--- src/rtl/l2_norm_arbiter.sv ---
// rtl/l2_norm_arbiter.sv - round-robin packet arbiter in front of a shared L2-norm engine
//
// Purpose: grants one requester vector stream at a time to the engine input,
// remembers the order of forwarded packets in a tag FIFO, and routes each
// single-beat engine result back to the requester that owns it.
//
// Ports:
//   clk, rst          single clock; asynchronous active-high reset
//   s_tdata/tvalid/tlast/tready   NUM_REQ requester streams, slot i = s_tdata[64*i +: 64]
//   e_in_tdata/tvalid/tlast/tready  selected stream towards the engine
//   e_out_tdata/tvalid/tready       engine result stream, one beat per packet
//   r_tdata/tvalid/tready           NUM_REQ result streams, slot i = r_tdata[32*i +: 32]
//   busy              high while forwarding or while results are outstanding
//   err_orphan        sticky: engine offered a result with no outstanding packet
//   pkt_cnt           (only with L2_NORM_ARB_PKT_CNT_EN) per-requester 16-bit
//                     wrapping count of delivered results
//
// Optional feature macro: L2_NORM_ARB_PKT_CNT_EN

module l2_norm_arbiter #(
  parameter int NUM_REQ   = 2,
  parameter int TAG_DEPTH = 4
) (
  input  logic                   clk,
  input  logic                   rst,
  input  logic [NUM_REQ*64-1:0]  s_tdata,
  input  logic [NUM_REQ-1:0]     s_tvalid,
  input  logic [NUM_REQ-1:0]     s_tlast,
  output logic [NUM_REQ-1:0]     s_tready,
  output logic [63:0]            e_in_tdata,
  output logic                   e_in_tvalid,
  output logic                   e_in_tlast,
  input  logic                   e_in_tready,
  input  logic [31:0]            e_out_tdata,
  input  logic                   e_out_tvalid,
  output logic                   e_out_tready,
  output logic [NUM_REQ*32-1:0]  r_tdata,
  output logic [NUM_REQ-1:0]     r_tvalid,
  input  logic [NUM_REQ-1:0]     r_tready,
`ifdef L2_NORM_ARB_PKT_CNT_EN
  output logic [NUM_REQ*16-1:0]  pkt_cnt,
`endif
  output logic                   busy,
  output logic                   err_orphan
);

  localparam int GW = $clog2(NUM_REQ);
  localparam int AW = $clog2(TAG_DEPTH);
  localparam logic [AW:0] DEPTH = (AW+1)'(TAG_DEPTH);

  localparam logic [0:0] ST_IDLE = 1'b0;
  localparam logic [0:0] ST_FWD  = 1'b1;

  logic [0:0]    r_state;
  logic [GW-1:0] r_grant;
  logic [GW-1:0] r_last_grant;
  logic [GW-1:0] r_tags [TAG_DEPTH];
  logic [AW-1:0] r_wr_ptr;
  logic [AW-1:0] r_rd_ptr;
  logic [AW:0]   r_count;
  logic          r_err_orphan;

  logic          w_fwd;
  logic          w_found;
  logic [GW-1:0] w_cand;
  logic [GW-1:0] w_pick;
  logic          w_grant_ok;
  logic          w_push;
  logic          w_pop;
  logic          w_empty;
  logic [GW-1:0] w_head;

  assign w_fwd   = (r_state == ST_FWD);
  assign w_empty = (r_count == '0);
  assign w_head  = r_tags[r_rd_ptr];

  // Round-robin search starting just after the last winner.
  always_comb begin
    w_found = 1'b0;
    w_pick  = '0;
    w_cand  = '0;
    for (int k = 1; k <= NUM_REQ; k++) begin
      w_cand = GW'((int'(r_last_grant) + k) % NUM_REQ);
      if (!w_found && s_tvalid[w_cand]) begin
        w_found = 1'b1;
        w_pick  = w_cand;
      end
    end
  end

  // A full tag FIFO only blocks new grants; a packet already granted can
  // always push because the count cannot grow while it is in flight.
  assign w_grant_ok = (r_state == ST_IDLE) && w_found && (r_count < DEPTH);

  assign e_in_tdata  = s_tdata[64*r_grant +: 64];
  assign e_in_tvalid = w_fwd && s_tvalid[r_grant];
  assign e_in_tlast  = w_fwd && s_tlast[r_grant];

  always_comb begin
    s_tready = '0;
    if (w_fwd) s_tready[r_grant] = e_in_tready;
  end

  assign w_push = e_in_tvalid && e_in_tready && e_in_tlast;

  // Results always belong to the oldest outstanding packet.
  always_comb begin
    r_tvalid     = '0;
    r_tdata      = '0;
    e_out_tready = 1'b0;
    if (!w_empty) begin
      r_tvalid[w_head]          = e_out_tvalid;
      r_tdata[32*w_head +: 32]  = e_out_tdata;
      e_out_tready              = r_tready[w_head];
    end
  end

  assign w_pop = e_out_tvalid && e_out_tready;

  always_ff @(posedge clk or posedge rst) begin
    if (rst) begin
      r_state      <= ST_IDLE;
      r_grant      <= '0;
      r_last_grant <= GW'(NUM_REQ - 1);
      r_wr_ptr     <= '0;
      r_rd_ptr     <= '0;
      r_count      <= '0;
      r_err_orphan <= 1'b0;
    end else begin
      case (r_state)
        ST_IDLE: begin
          if (w_grant_ok) begin
            r_grant      <= w_pick;
            r_last_grant <= w_pick;
            r_state      <= ST_FWD;
          end
        end
        default: begin
          if (w_push) r_state <= ST_IDLE;
        end
      endcase
      if (w_push) r_wr_ptr <= r_wr_ptr + 1'b1;
      if (w_pop)  r_rd_ptr <= r_rd_ptr + 1'b1;
      case ({w_push, w_pop})
        2'b10:   r_count <= r_count + 1'b1;
        2'b01:   r_count <= r_count - 1'b1;
        default: r_count <= r_count;
      endcase
      if (e_out_tvalid && w_empty) r_err_orphan <= 1'b1;
    end
  end

  // Tag storage needs no reset: entries are only read behind the count.
  always_ff @(posedge clk) begin
    if (w_push) r_tags[r_wr_ptr] <= r_grant;
  end

  assign busy       = w_fwd || !w_empty;
  assign err_orphan = r_err_orphan;

`ifdef L2_NORM_ARB_PKT_CNT_EN
  logic [NUM_REQ*16-1:0] r_pkt_cnt;

  always_ff @(posedge clk or posedge rst) begin
    if (rst) begin
      r_pkt_cnt <= '0;
    end else if (w_pop) begin
      r_pkt_cnt[16*w_head +: 16] <= r_pkt_cnt[16*w_head +: 16] + 16'd1;
    end
  end

  assign pkt_cnt = r_pkt_cnt;
`endif

endmodule

--- config.mk ---
export PLATFORM = sky130hd
export DESIGN_NAME = l2_norm_arbiter
export DESIGN_NICKNAME = d
export VERILOG_FILES = /design/src/rtl/l2_norm_arbiter.sv
export SDC_FILE = /design/constraint.sdc
export NUM_CORES = 1
export LEC_CHECK = 0
export CAP_MARGIN = 20
export CORE_AREA = 2 2 120 122
export DETAILED_ROUTE_END_ITERATION = 7
export DIE_AREA = 0 0 122 124
export SYNTH_ARGS = -nofsm -noshare
export SYNTH_HDL_FRONTEND = slang
export SYNTH_SLANG_ARGS = --single-unit
--- constraint.sdc ---
create_clock -name clk -period 2.5 [get_ports clk]
set_input_delay 0.75 -clock clk [delete_from_list [all_inputs] [get_ports clk]]
set_output_delay 0.75 -clock clk [all_outputs]
set_load 0.02 [all_outputs]
After elaboration in Yosys (flattened, before gate mapping). Memory sizes are Yosys's and may differ from the RTL's. Cells that the tools add are included.

$add $sub $neg: 7. $mul: 0. Divide/modulo/power cells: 0. Order comparisons: 7. Equality and inequality tests: 2. Shift-type cells: 3. Muxes and demuxes: 28. Bitwise operators: 4. Reduce and logical (&&, ||, !) cells: 17.

Operators with widths (number): indexed part select 128 x 8 -> 64 bit (1); bitwise AND 64 bit (1); 2-to-1 mux 64 bit (1); variable shift 32 x 34 -> 64 bit (first input constant) (1); indexed part select 32 x 34 -> 64 bit (1); negation 6 -> 34 bit (1); 2-to-1 mux 1 bit (22); logical AND 1 bit (11); < comparator 1 x 2 -> 1 bit (second input constant) (4); case mux 3 bit (2 select lines) (1); adder 2 x 1 -> 2 bit (second input constant) (2); bitwise AND 2 bit (2); 2-to-1 mux 2 bit (2); adder 3 x 1 -> 3 bit (second input constant) (1); logical NOT 3 bit (1); < comparator 3 bit (second input constant) (1); subtractor 3 x 1 -> 3 bit (second input constant) (1); adder 1 bit (second input constant) (2); demux 1 bit (select 1 bit) (2); == test 2 x 1 -> 1 bit (second input constant) (1); == test 2 bit (second input constant) (1); >= comparator 1 bit (second input constant) (2); logical NOT 1 bit (2); AND reduction 2 bit (1); 3 further kinds (3).

Register bits after elaboration: 11. Latch bits: 0. RAM bits: 4. ROM bits: 0. Input bits: 170. Output and inout bits: 137. Logic and storage cells: 76. Memories: 1.

Memory list: r_tags (depth 4, width 1, read ports 1, clocked after Yosys merged registers in 0, write ports 1, line 57) `logic [GW-1:0] r_tags [TAG_DEPTH];`.

Depth between registers and ports, before layout.
Depth after elaboration: 11. Gate-level depth with buffers: 11. Depth with buffers taken out: 10.

Worst setup path before layout. No wires, ideal clock.

Kind: register to register. From: register r_rd_ptr[0]. To: register r_count[2]. Setup time: 0.079 ns. Data arrival time: 2.357 ns. Required time: 2.421 ns. Path slack: 0.064 ns. Cell stages (with the launch flop): 11. Path buffers: 1. Period minus slack after synthesis: 2.436 ns. Path through: dfrtp_1 mux4_2 buf_6 mux2i_2 nor2_2 ha_1 inv_1 fa_1 xor2_1 nor2_1 xor2_1.

Longest elaborated chain between the ends: 7. Elaborated cells between the ends (all ways): 9. Classes of those cells: eq/ne: 2; mux: 4; reduce/logical: 2; memory: 1.

RTL lines: start, declared (line 59) `logic [AW-1:0] r_rd_ptr;`; start signal, assigned (line 143) `if (w_pop) r_rd_ptr <= r_rd_ptr + 1'b1;`; memory (4 x 1 bit) *; 2-to-1 mux 1 bit (not written as such) * (2 in a row) (line 114) `e_out_tready = r_tready[w_head];`; 2-to-1 mux 1 bit * (line 111) `if (!w_empty) begin`; logical AND 1 bit * (line 118) `assign w_pop = e_out_tvalid && e_out_tready;`; via w_pop (line 69) `logic w_pop;`; == test 2 x 1 -> 1 bit / == test 2 bit (equally long branches) (line 144) `case ({w_push, w_pop})`; case mux 3 bit (2 select lines) / nonzero test 2 bit (equally long branches); end signal, assigned (line 145) `2'b10: r_count <= r_count + 1'b1;`; end signal, assigned (line 146) `2'b01: r_count <= r_count - 1'b1;`; end signal, assigned (line 147) `default: r_count <= r_count;`; end, declared (line 60) `logic [AW:0] r_count;`.

Mark *: on every way through the listed nets, which the timed path passes. The rest lies on a longest branch. The select of a mux whose other input is x is not followed. A chain may end at the register's enable or synchronous reset.

Worst setup path in the final report.
From: register r_rd_ptr[0]. To: output r_tdata[42].

Longest elaborated chain between the ends: 5. Elaborated cells between the ends (all ways): 6. Classes of those cells: add/sub: 1; shift: 2; mux: 1; bitwise: 1; memory: 1.

RTL lines: memory (4 x 1 bit) *; negation 6 -> 34 bit * (line 113) `r_tdata[32*w_head +: 32] = e_out_tdata;`; indexed part select 32 x 34 -> 64 bit / variable shift 32 x 34 -> 64 bit (equally long branches) (line 113); bitwise AND 64 bit (no source line) *; 2-to-1 mux 64 bit * (line 111); end, declared (line 37) `output logic [NUM_REQ*32-1:0] r_tdata,`.

Every way passes the cells marked *; elsewhere a longest branch is shown, timed or not.

==> results by stage <==
Layout:
- The filler-free cell count of the finished design is 755.
- The final cell area excluding filler cells is 5350 um^2.
- Relative to the synthesized area, the layout overhead comes to 166%.
- The net total in the final layout is 750.
- The fraction of final layout cells sized beyond drive strength 1 is 40.5%.
- The final cell utilization of the core is 39.0%.

Power and ir drop:
- Total power for the finished layout comes to 5.39 mW.
- The total power divided by cell area is 1010 nW/um^2.
- The static power due to leakage is 2.46 nW.
- The maximum ir drop on the vdd rail is 0.358 mV.

Timing:
- For the final database, setup skew stands at 0.00179 ns.
- In the final timing run, aggregate negative setup slack is -0.107 ns.
- After layout, the minimum clock period comes to 2.52 ns.
- For the pin with the worst max-slew slack, the measured transition is 0.443 ns.
- The number of setup violations in the final report is 7.
- Setup repair after global routing could not meet its margin everywhere.
- The final cycle utilization of the critical path is 101%.
- The final worst setup slack is -0.0235 ns.
- The maximum clock frequency is 396 MHz.
- The post-route worst hold slack is 0.472 ns.
- The final max-slew violation count was 0.
- The number of hold violations in the final report is 0.
- The worst pin sits at a relative slew slack of 70.4%.

Synth:
- Of the total synthesized cell area, the portion taken by XOR and XNOR cells is 2.62%.
- For this run, the register share of the synthesized area comes to 19.8%.
- The Yosys step of the flow raised 0 warnings.
- The area of the mapped netlist is 2010 um^2.
- The number of nets handed over by synthesis was 429.
- The post-synthesis sequential element count is 15.
- After Yosys synthesis, and, or, nand and nor cells account for 24.6% of the synthesized area.
- In the synthesized netlist, the number of instances is 253.
- The portion of synthesized area spent on multiplexers is 41.4%.
- After Yosys synthesis, full adders, half adders and majority gates account for 4.11% of the synthesized area.
- The combinational family with the most area after synthesis is multiplexers.
- The compound-gate portion of the synthesized area is 1.87%.
- The netlist uses 31 different library cells.
- The mean instance size in the synthesized netlist is 7.94 um^2.

Routing:
- The number of violations reported at the end of detailed-routing iteration 0 is 44.
- The count of nets left with antenna violations once routing finished came out at 0.
- After detailed routing, the number of remaining DRC violations is 0.
- The post-detailed-routing wire length is 12.4 mm.
- The total iterations of the first detailed-routing run is 4.
- Dividing the detail-routed via count by the number of cells gives 4.02.
- Dividing the detail-routed wire length by the instance count gives 16.5 um.
- The detailed router placed 3,037 vias in this run.

Clock network:
- Clock-pin slew was measured on the worst setup and hold paths at 0.05 ns.
- The CTS tree is built.
- For the worst-skew pair, the clock arrives at the later sink with an insertion delay of 0.24 ns.
- The maximum number of buffers from clock root to sink is 2.
- The hold buffer count at CTS is 0.
- The cell at the root of the clock tree is clkbuf_16.
- The H-tree level count is 1.
- The number of clock sinks is 15.
- The TritonCTS buffer count is 3.

Die:
- During I/O placement, the number of pins put on the boundary was 307.
- The initial cell density of the core is 14.6%.
- The overall die height is 124 um.
- From left edge to right edge, the die measures 122 um.
- The core region area is 13,700 um^2.
- The number of rows created at floorplan is 43.
- The total die area is 15,100 um^2.

Global route:
- The remaining global-route overflow is 0.
- In the global route stage, overall resource usage came out at 15.3%.
- The pin count of the biggest net entering global routing is 42.
- The first global-routing pass estimated 17.5 mm of wire.
- The number of global-route vias before repair is 3,183.
- The initial antenna violation count is 2.

Outcome:
- The flow ran to the end, but the final reports show violations.
- The checks that failed: setup timing.

Job:
- Across the run, the number of max-cap violations was 0.

Worst setup path:
- The type of the worst setup path is register to output port.
- Traced cell by cell, the critical path runs through mux2_4, o21ai_4, buf_6, clkbuf_16, nor2_1, buf_4.
- The largest single stage delay on the critical path is 0.43 ns.
- The critical-path maximum fanout is 6.
- STA classifies the critical path startpoint as a register.
- For the worst setup path, the data required time is 1.75 ns.
- The signal arrival time at the worst endpoint is 1.77 ns.
- The slowest stage of the critical path belongs to the cell dfrtp_2.
- The category of cells accounting for the largest share of critical-path delay is buffers and inverters.
- Counting both buffers and inverters, the worst setup path holds a total of 3.
- The kind of end point of the critical path is an output port.

Placed design:
- Timing analysis after detailed placement gives a worst setup slack of -0.324 ns.
- After detailed placement, the design holds a cell count of 741.
- The congestion estimate from routability-driven global placement came to 0.814.
- The instance area at placement is 5430 um^2.
- Once detailed placement completed, the half-perimeter wirelength came to 10.5 mm.
- The count of input and output buffers is 306.

Worst hold path:
- The min-delay analysis places its worst path in the category register to register.
## layer usage
| metal | track usage, % | vias to the layer above | share of wire, % |
|---|---|---|---|
| met5 | 0 | - | 0 |
| met4 | 4.67 | 0 | 1.2 |
| met3 | 6.32 | 9 | 13 |
| met2 | 29.5 | 191 | 53 |
| met1 | 14.8 | 1363 | 33 |
| li1 | - | 1474 | - |
## report_power, final
part,internal (mW),total [mW],leakage [nW],switching (mW)
Clock,0.213,0.307,0.0409,0.0939
Sequential,0.370,0.454,0.158,0.0844
Combinational,2.16,4.63,2.26,2.47
Total,2.74,5.39,2.46,2.65
## cells in the final DEF, fill, tap and decap left out, types with 4 or more instances in the layout
cell | synthesis | routed
edfxtp_1 | 4 | 4
clkdlybuf4s15_2 | 0 | 8
xor2_1 | 4 | 4
dfrtp_1 | 10 | 8
buf_2 | 4 | 32
buf_12 | 0 | 5
dlygate4sd2_1 | 0 | 9
nand2_1 | 38 | 37
mux2_2 | 67 | 65
clkdlybuf4s15_1 | 0 | 21
buf_4 | 0 | 29
nor2_2 | 1 | 6
clkdlybuf4s50_1 | 0 | 167
nor2_1 | 68 | 60
and2_1 | 4 | 4
ha_1 | 5 | 4
buf_6 | 1 | 13
clkbuf_2 | 0 | 46
clkbuf_16 | 0 | 5
inv_1 | 8 | 7
## worst register-to-register path, cell delays in order, from the launching register on
cell and delay [ns]:
dfrtp_2 0.39, mux4_2 0.56, buf_6 0.15, mux2i_4 0.19
buf_6 0.13, nor2_4 0.11, ha_4 0.15, inv_2 0.03
fa_2 0.33, xor2_1 0.14, nor2_1 0.10, xor2_1 0.15
## final timing paths
check | end | slack [ns] | cells after the start | start
max | r_tdata[42] | -0.02 | 6 | r_rd_ptr[0]
min | err_orphan | 0.47 | 1 | err_orphan
max reg2reg | r_count[2] | -0.01 | 11 | r_rd_ptr[0]
min reg2reg | err_orphan | 0.47 | 1 | err_orphan
max in group asynchronous | r_last_grant | 1.36 | 2 | rst
min in group asynchronous | r_state | 0.81 | 2 | rst
## timing repair
| item | 4_1_cts | 5_1_grt |
|---|---|---|
| endpoints found under the setup margin | 135 | 86 |
| resized for setup | 330 | 141 |
| buffers inserted | 4 | 1 |
| cloned | 1 | 2 |
| pin swaps | 3 | 8 |
## sequential cells by signal (all words and copies together) (netlist names)
signal and count:
r_wr_ptr 2, r_last_grant 1, r_rd_ptr 2, r_tags 4, r_grant 1, err_orphan 1
r_state 1, r_count 3
## cell families (layout without fill, tap and decap cells)
family	after synthesis	count (layout)
AO/OA/AOI/OAI	6	6
multiplexers	73	73
flip-flops	15	15
XOR/XNOR	6	6
buffers and inverters	27	347
adder cells (fa/ha/maj)	6	6
AND/OR/NAND/NOR	120	120
other	0	2
## area by class of cell
cell class | instances | area (um^2)
Timing Repair Buffer | 335 | 3010
Inverter | 8 | 30.0
Clock inverter | 1 | 5.00
Antenna cell | 2 | 5.00
Multi-Input combinational cell | 211 | 1600
Tap cell | 180 | 225
Clock buffer | 3 | 75.1
Sequential cell | 15 | 399
Fill cell | 1429 | 8370
## cells in the mapped netlist (all sizes together)
cell     n  area share (%)
fa       1             1.0
a21o     2            0.75
o21ai    2            0.50
a21oi    1            0.25
nor3     2            0.75
and2     4             1.2
inv      8             1.5
xnor2    2            0.87
mux2    67              38
nand2   38             7.1
ha       5             3.1
mux2i    5             2.7
dfrtp   10              12
xor2     4             1.7
dfstp    1             1.3
buf      5             1.6
mux4     1             1.1
or3      1            0.31
nand2b   1            0.31
and3     3            0.93
nor2    69              13
edfxtp   4             6.0
nor3b    1            0.62
o21bai   1            0.37
clkbuf  14             2.6
nor2b    1            0.31
Power figures use the tool's default switching activity.
